==> src/rtl/pixel_feeder.sv <==
// pixel_feeder: fetches 24-bit pixels and paces them to a WS281x-style serializer,
// one load strobe per WORD_CYCLES, followed by a latch gap.
module pixel_feeder #(
  parameter int NUM_LEDS     = 8,
  parameter int WORD_CYCLES  = 744,
  parameter int LATCH_CYCLES = 2500
) (
  input  logic        clk,
  input  logic        rst,
  input  logic        start,
  input  logic        pix_valid,
  input  logic [23:0] pix_data,
  output logic        pix_ready,
  output logic [23:0] data,
  output logic        slowclk,
  output logic        ws_rst,
  output logic        busy,
  output logic        frame_done,
  output logic        underrun
);
  localparam int WW = $clog2(WORD_CYCLES);
  localparam int PW = $clog2(NUM_LEDS + 1);
  localparam int LW = $clog2(LATCH_CYCLES);
  typedef enum logic [2:0] {IDLE, FETCH, LOAD, SHIFT, LATCH} state_t;
  state_t state, next;
  logic [WW-1:0] wc;
  logic [PW-1:0] pc;
  logic [LW-1:0] lc;
  logic last, shift_done, latch_done;
  // the last word shifts one extra cycle, standing in for the FETCH slot, so the latch strobe keeps the word spacing
  assign last       = pc >= PW'(NUM_LEDS);
  assign shift_done = wc == (last ? WW'(WORD_CYCLES - 2) : WW'(WORD_CYCLES - 3));
  assign latch_done = lc == LW'(LATCH_CYCLES - 1);
  always_ff @(posedge clk or posedge rst)
    if (rst) begin
      state    <= IDLE;
      data     <= '0;
      underrun <= 1'b0;
      wc       <= '0;
      pc       <= '0;
      lc       <= '0;
    end else begin
      state <= next;
      if (state == IDLE && start) begin
        underrun <= 1'b0;
        pc       <= '0;
      end
      if (state == FETCH) begin
        data <= pix_valid ? pix_data : 24'h0;
        if (!pix_valid) underrun <= 1'b1;
      end
      if (state == LOAD) begin
        wc <= '0;
        pc <= pc + PW'(1);
      end
      if (state == SHIFT) begin
        wc <= wc + WW'(1);
        lc <= '0;
      end
      if (state == LATCH) lc <= latch_done ? '0 : lc + LW'(1);
    end
  always_comb begin
    next = state;
    case (state)
      IDLE:    next = start ? FETCH : IDLE;
      FETCH:   next = LOAD;
      LOAD:    next = SHIFT;
      SHIFT:   next = shift_done ? (last ? LATCH : FETCH) : SHIFT;
      LATCH:   next = latch_done ? IDLE : LATCH;
      default: next = IDLE;
    endcase
  end
  always_comb begin
    pix_ready  = state == FETCH;
    slowclk    = state == LOAD || (state == LATCH && lc == '0);
    ws_rst     = state == LATCH;
    busy       = state != IDLE;
    frame_done = state == LATCH && latch_done;
  end
endmodule

==> config.mk <==
export PLATFORM = sky130hd
export DESIGN_NAME = pixel_feeder
export DESIGN_NICKNAME = d
export VERILOG_FILES = /design/src/rtl/pixel_feeder.sv
export SDC_FILE = /design/constraint.sdc
export NUM_CORES = 1
export LEC_CHECK = 0
export BUFFER_PORTS_ARGS = -buffer_cell sky130_fd_sc_hd__buf_2
export CORE_UTILIZATION = 49
export DETAILED_ROUTE_END_ITERATION = 10
export GPL_TIMING_DRIVEN = 0
export PLACE_DENSITY = 0.76
export SLEW_MARGIN = 20
export SYNTH_ARGS = -nofsm -noshare
export SYNTH_HDL_FRONTEND = slang
export SYNTH_SLANG_ARGS = --single-unit
==> constraint.sdc <==
create_clock -name clk -period 1.5 [get_ports clk]
set_clock_uncertainty 0.05 [all_clocks]
set_input_delay 0.15 -clock clk [delete_from_list [all_inputs] [get_ports clk]]
set_output_delay 0.15 -clock clk [all_outputs]
set_load 0.05 [all_outputs]
After elaboration in Yosys (flattened, before gate mapping) --
Cells that the tools add are included. W data, S select, Z words.
Operators by class: $add $sub $neg 3, magnitude comparators 1, equal/unequal tests 6, multiplexer cells 17, reductions and logical operators 10
Operators by type and width (count):
- $mux W12 | 3
- $mux W24 | 1
- $mux W10 | 2
- $pmux W3 S5 | 1
- $add A12 B1 Y12 const B | 1
- $eq A12 B12 Y1 const B | 1
- $logic_not A12 Y1 | 1
- $add A10 B1 Y10 const B | 1
- $eq A10 B10 Y1 | 1
- $mux W3 | 3
- $mux W4 | 2
- $eq A3 B2 Y1 const B | 2
- $reduce_bool A2 Y1 | 3
- $add A4 B1 Y4 const B | 1
- $ge A4 B4 Y1 const B | 1
- $mux W1 | 4
- $eq A3 B1 Y1 const B | 1
- $eq A3 B3 Y1 const B | 1
- $logic_and A1 B1 Y1 | 3
- $logic_not A3 Y1 | 1
- $reduce_bool A3 Y1 | 1
- $mux W2 | 1
- $logic_or A1 B1 Y1 | 1
Word-level totals: flip-flop bits (word level) 54, output and inout port bits 30, word-level logic and storage cells 43

Logic depth before layout (Yosys ltp) --
depth after elaboration 5, depth in mapped cells 7, mapped depth without buffers 5

Worst setup path after synthesis --
OpenSTA, ideal clock, no wires.
path type register -> output, start point register lc[5], end point output frame_done, data arrival time 1.919 ns, data required time 1.300 ns, setup slack -0.619 ns, stages on the path, launching flop included 6, cell sequence dfrtp_1 > buf_2 > nor4_1 > nand4_1 > buf_2 > nor2_1
Between the ends: cells in the longest elaborated chain, start to end 2
RTL lines:
- start, declared | line 28 | logic [LW-1:0] lc;
- start signal, assigned | line 60 | if (state == LATCH) lc <= latch_done ? '0 : lc + LW'(1);
- $eq A12 B12 Y1 | line 33 | assign latch_done = lc == LW'(LATCH_CYCLES - 1);
- $logic_and A1 B1 Y1 | line 78 | frame_done = state == LATCH && latch_done;
- end, declared | line 18 | output logic frame_done,
No other way between the ends.

Worst setup path in the final report --
start point register lc[10], end point output frame_done
The elaborated chain is that of the path after synthesis.

==> flow_summary_export.csv <==
group,metric,value,unit
layout,antenna_cells,0,
synth,ys.flop_type,"dfrtp_1",
cts,htree_levels,2,
setup_path,arrival,1740,ps
power_and_ir_drop,pwr-share-clk,0.331,
run_status,violations,"setup timing",
global_routing,groute.usage.overall,0.261,
route,ant_nets,0,
synth,syn_avg_cell_area,8.97,um^2
route,vias_per_cell,5.65,
floorplan,rows,26,
timing,fin_crit,1940,ps
setup_path,worstSetupEndpointType,"output port",
setup_path,r2r-end,"lc[11]",
route,dr.pass1.iters,4,
min_path,holdCritPathClass,"in -> reg",
floorplan,die_area,5640,um^2
cts,clkSinkCount,54,
synth,synth_edf_count,0,
setup_path,cp_slowest_stage_delay,440,ps
synth,ys_warn_count,0,
global_routing,met2_usage,0.429,
global_routing,use_met1,0.334,
layout,nets,422,
setup_path,ff2ff_setup_slack,-190,ps
global_routing,grt_pass1_wl,11000,um
setup_path,path_cells,"nor4_4 -> nand4_1 -> buf_6 -> nor2_4 -> buf_8",
floorplan,io_pins,58,
min_path,worstHoldPathCells,3,
timing,rsz0062_at_grt,"true",
power_and_ir_drop,cellPowerDensity,689,nW/um^2
synth,synth_area_leaders,"dfrtp_1, nand2_1, o21ai_0, nand3_1, a31oi_1",
global_routing,grt-ovfl-total,0,
power_and_ir_drop,leakage,0.00180,uW
power_and_ir_drop,vdd_drop_max,0.000569,V
synth,syn_inst,292,
power_and_ir_drop,netSwitchingPower,735,uW
cts,path_clk_slew,100,ps
placement,port_buffers,56,
floorplan,initial_utilization,0.510,
run_status,status,"finished with violations",
setup_path,ff2ff_path_depth,4,
power_and_ir_drop,p_seq_frac,0.562,
min_path,worstHoldStart,"pix_data[15]",
synth,ys_ff_latch,54,
floorplan,die_y,75.1,um
global_routing,antenna_found_initial,0,
timing,worst_slack,-445,ps
cts,cts_tree,"yes",
timing,tightest_slew,537,ps
timing,hold_ws,14.8,ps
layout,syn2layout_area_growth,48.4,%
setup_path,required,1300,ps
timing,max_freq,514,MHz
setup_path,start_kind,"flop",
route,wl,7510,um
setup_path,r2r-start,"lc[2]",
timing,slew_headroom,0.641,
placement,place.gp.congestion,0.862,
route,drc_errors,0,
power_and_ir_drop,switching_share,0.274,
synth,ys_types,45,
cts,clockBufferDepth,2,
setup_path,worstSetupPathType,"reg -> out",
route,first_iter_violations,142,
synth,postSynth.asyncResetShare,1.00,
timing,final_hold_viol_count,0,
power_and_ir_drop,cell_internal_pwr,1950,uW
synth,yosysSeqAreaShare,0.516,
setup_path,path_max_fanout,2,
floorplan,core_area,5140,um^2
global_routing,grtUsageMet3,0.0589,
timing,setup_violations,25,
route,dr_total_vias,2597,
cts,clock-root-buffer,"clkbuf_8",
cts,clk_latency,310,ps
setup_path,slowest_stage,"dfrtp_2",
timing,fin_crit_sh,1.30,
power_and_ir_drop,totalPowerFinal,2680,uW
synth,synth_top_area_cell,"dfrtp_1",
layout,most-common-layout-cells,"nand2_1, buf_2, dfrtp_1",
placement,dp_hpwl,4190,um
global_routing,grt_max_degree,34,
min_path,min_to,"data[15]",
job,drv_cap,0,
synth,yosysTopAreaCellShare,0.516,
synth,syn_area,2620,um^2
global_routing,grt_busiest_layer,"met2",
setup_path,path_buf_inv,2,
layout,final_common_cell,"nand2_1",
cts,cts_buffers,5,
timing,finalMaxSlewViolations,0,
synth,synth.net_count,325,
global_routing,grt_pass1_vias,2455,
route,wl_per_cell,16.3,um
layout,drive_above_1_share,0.426,
setup_path,path_delay_family,"simple AND/OR/NAND/NOR gates",
floorplan,die-width,75.1,um
power_and_ir_drop,power_frac_comb,0.107,
[per-layer routing]
metal,part of all wire,vias to the layer above
li1,-,1215
met1,0.42,1259
met2,0.50,106
met3,0.062,17
met4,0.023,0
met5,0,-
[cell type report]
cell class | count | area (um^2)
multi-input combinational | 212 | 1440
sequential | 54 | 1360
fill | 373 | 1250
timing repair buffer | 91 | 682
buffer | 17 | 166
tap | 70 | 87.6
clock buffer | 6 | 82.6
inverter | 8 | 48.8
clock inverter | 2 | 17.5
[cell families after synthesis]
logic type,after synthesis,share of synthesized area
AND/OR/NAND/NOR,131,0.234
AO/OA/AOI/OAI,70,0.160
flip-flops,54,0.516
buffers and inverters,26,0.0449
adder cells (fa/ha/maj),5,0.0239
XOR/XNOR,3,0.0100
multiplexers,3,0.0119
[flip-flops by register name, summed over array words and instances, names as in the netlist]
register and cells:
pc 4, underrun 1, state 3, data 24
lc 12, wc 10
[power groups by stage]
stage          clock [uW]  sequential, uW  combinational (uW)
3_3_place_gp            0            1530                 273
2_1_floorplan           0            1660                64.0
4_1_cts               893            1510                 285
3_5_place_dp            0            1530                 284
5_1_grt               961            1510                 312
6_report              886            1510                 287
[cells in the mapped netlist, types with 2 or more instances]
library cell,count
nor2_1,12
xnor2_1,2
nand4_1,8
a21oi_1,2
o31ai_1,5
buf_2,3
o21ai_0,39
inv_1,7
buf_6,2
and4_1,2
nor4_1,3
a21boi_0,2
ha_1,5
a22o_1,3
or3_1,2
nand3_1,13
clkbuf_1,11
mux2i_1,2
nor3_1,4
nand2_1,70
and3_1,4
a31oi_1,10
a21o_1,3
dfrtp_1,54
nand3b_1,3
nand2b_1,2
[timing repair]
action                                  CTS  global route
endpoints found under the setup margin   55            33
gates cloned                              1             0
pin swaps                                 8            19
resized for setup                        52            91
hold endpoints to repair                 21             0
buffers inserted                         14            23
hold buffers                              1             0
[worst reg2reg max path, cell delays in order, from the launching register on]
cell	delay [ps]
dfrtp_2	450
and4_2	340
nand4_1	190
or4_1	510
nand3_1	100
[how the worst max path moves through the flow]
| stage | slack [ps] | startpoint | to | cells past startpoint |
|---|---|---|---|---|
| finish | -440 | lc[10] | frame_done | 5 |
| global route | -520 | lc[7] | frame_done | 5 |
| CTS | -360 | lc[0] | slowclk | 6 |
| detailed placement | -350 | lc[5] | frame_done | 6 |
| global placement | -360 | lc[5] | frame_done | 6 |
| floorplan | -170 | lc[5] | frame_done | 5 |
[per-stage QoR]
step                       util  TNS, ps  instances  instance area, um^2  setup slack (ps)
final                     0.757    -3360        460                 3890              -445
after global routing      0.757    -5160        460                 3890              -522
after CTS                 0.684    -2970        443                 3520              -364
after detailed placement  0.602    -7480        419                 3100              -345
after global placement    0.599    -6760        418                 3080              -360
after floorplan               -     -383        292                 2710              -166
(Power assumes the default switching activity.)
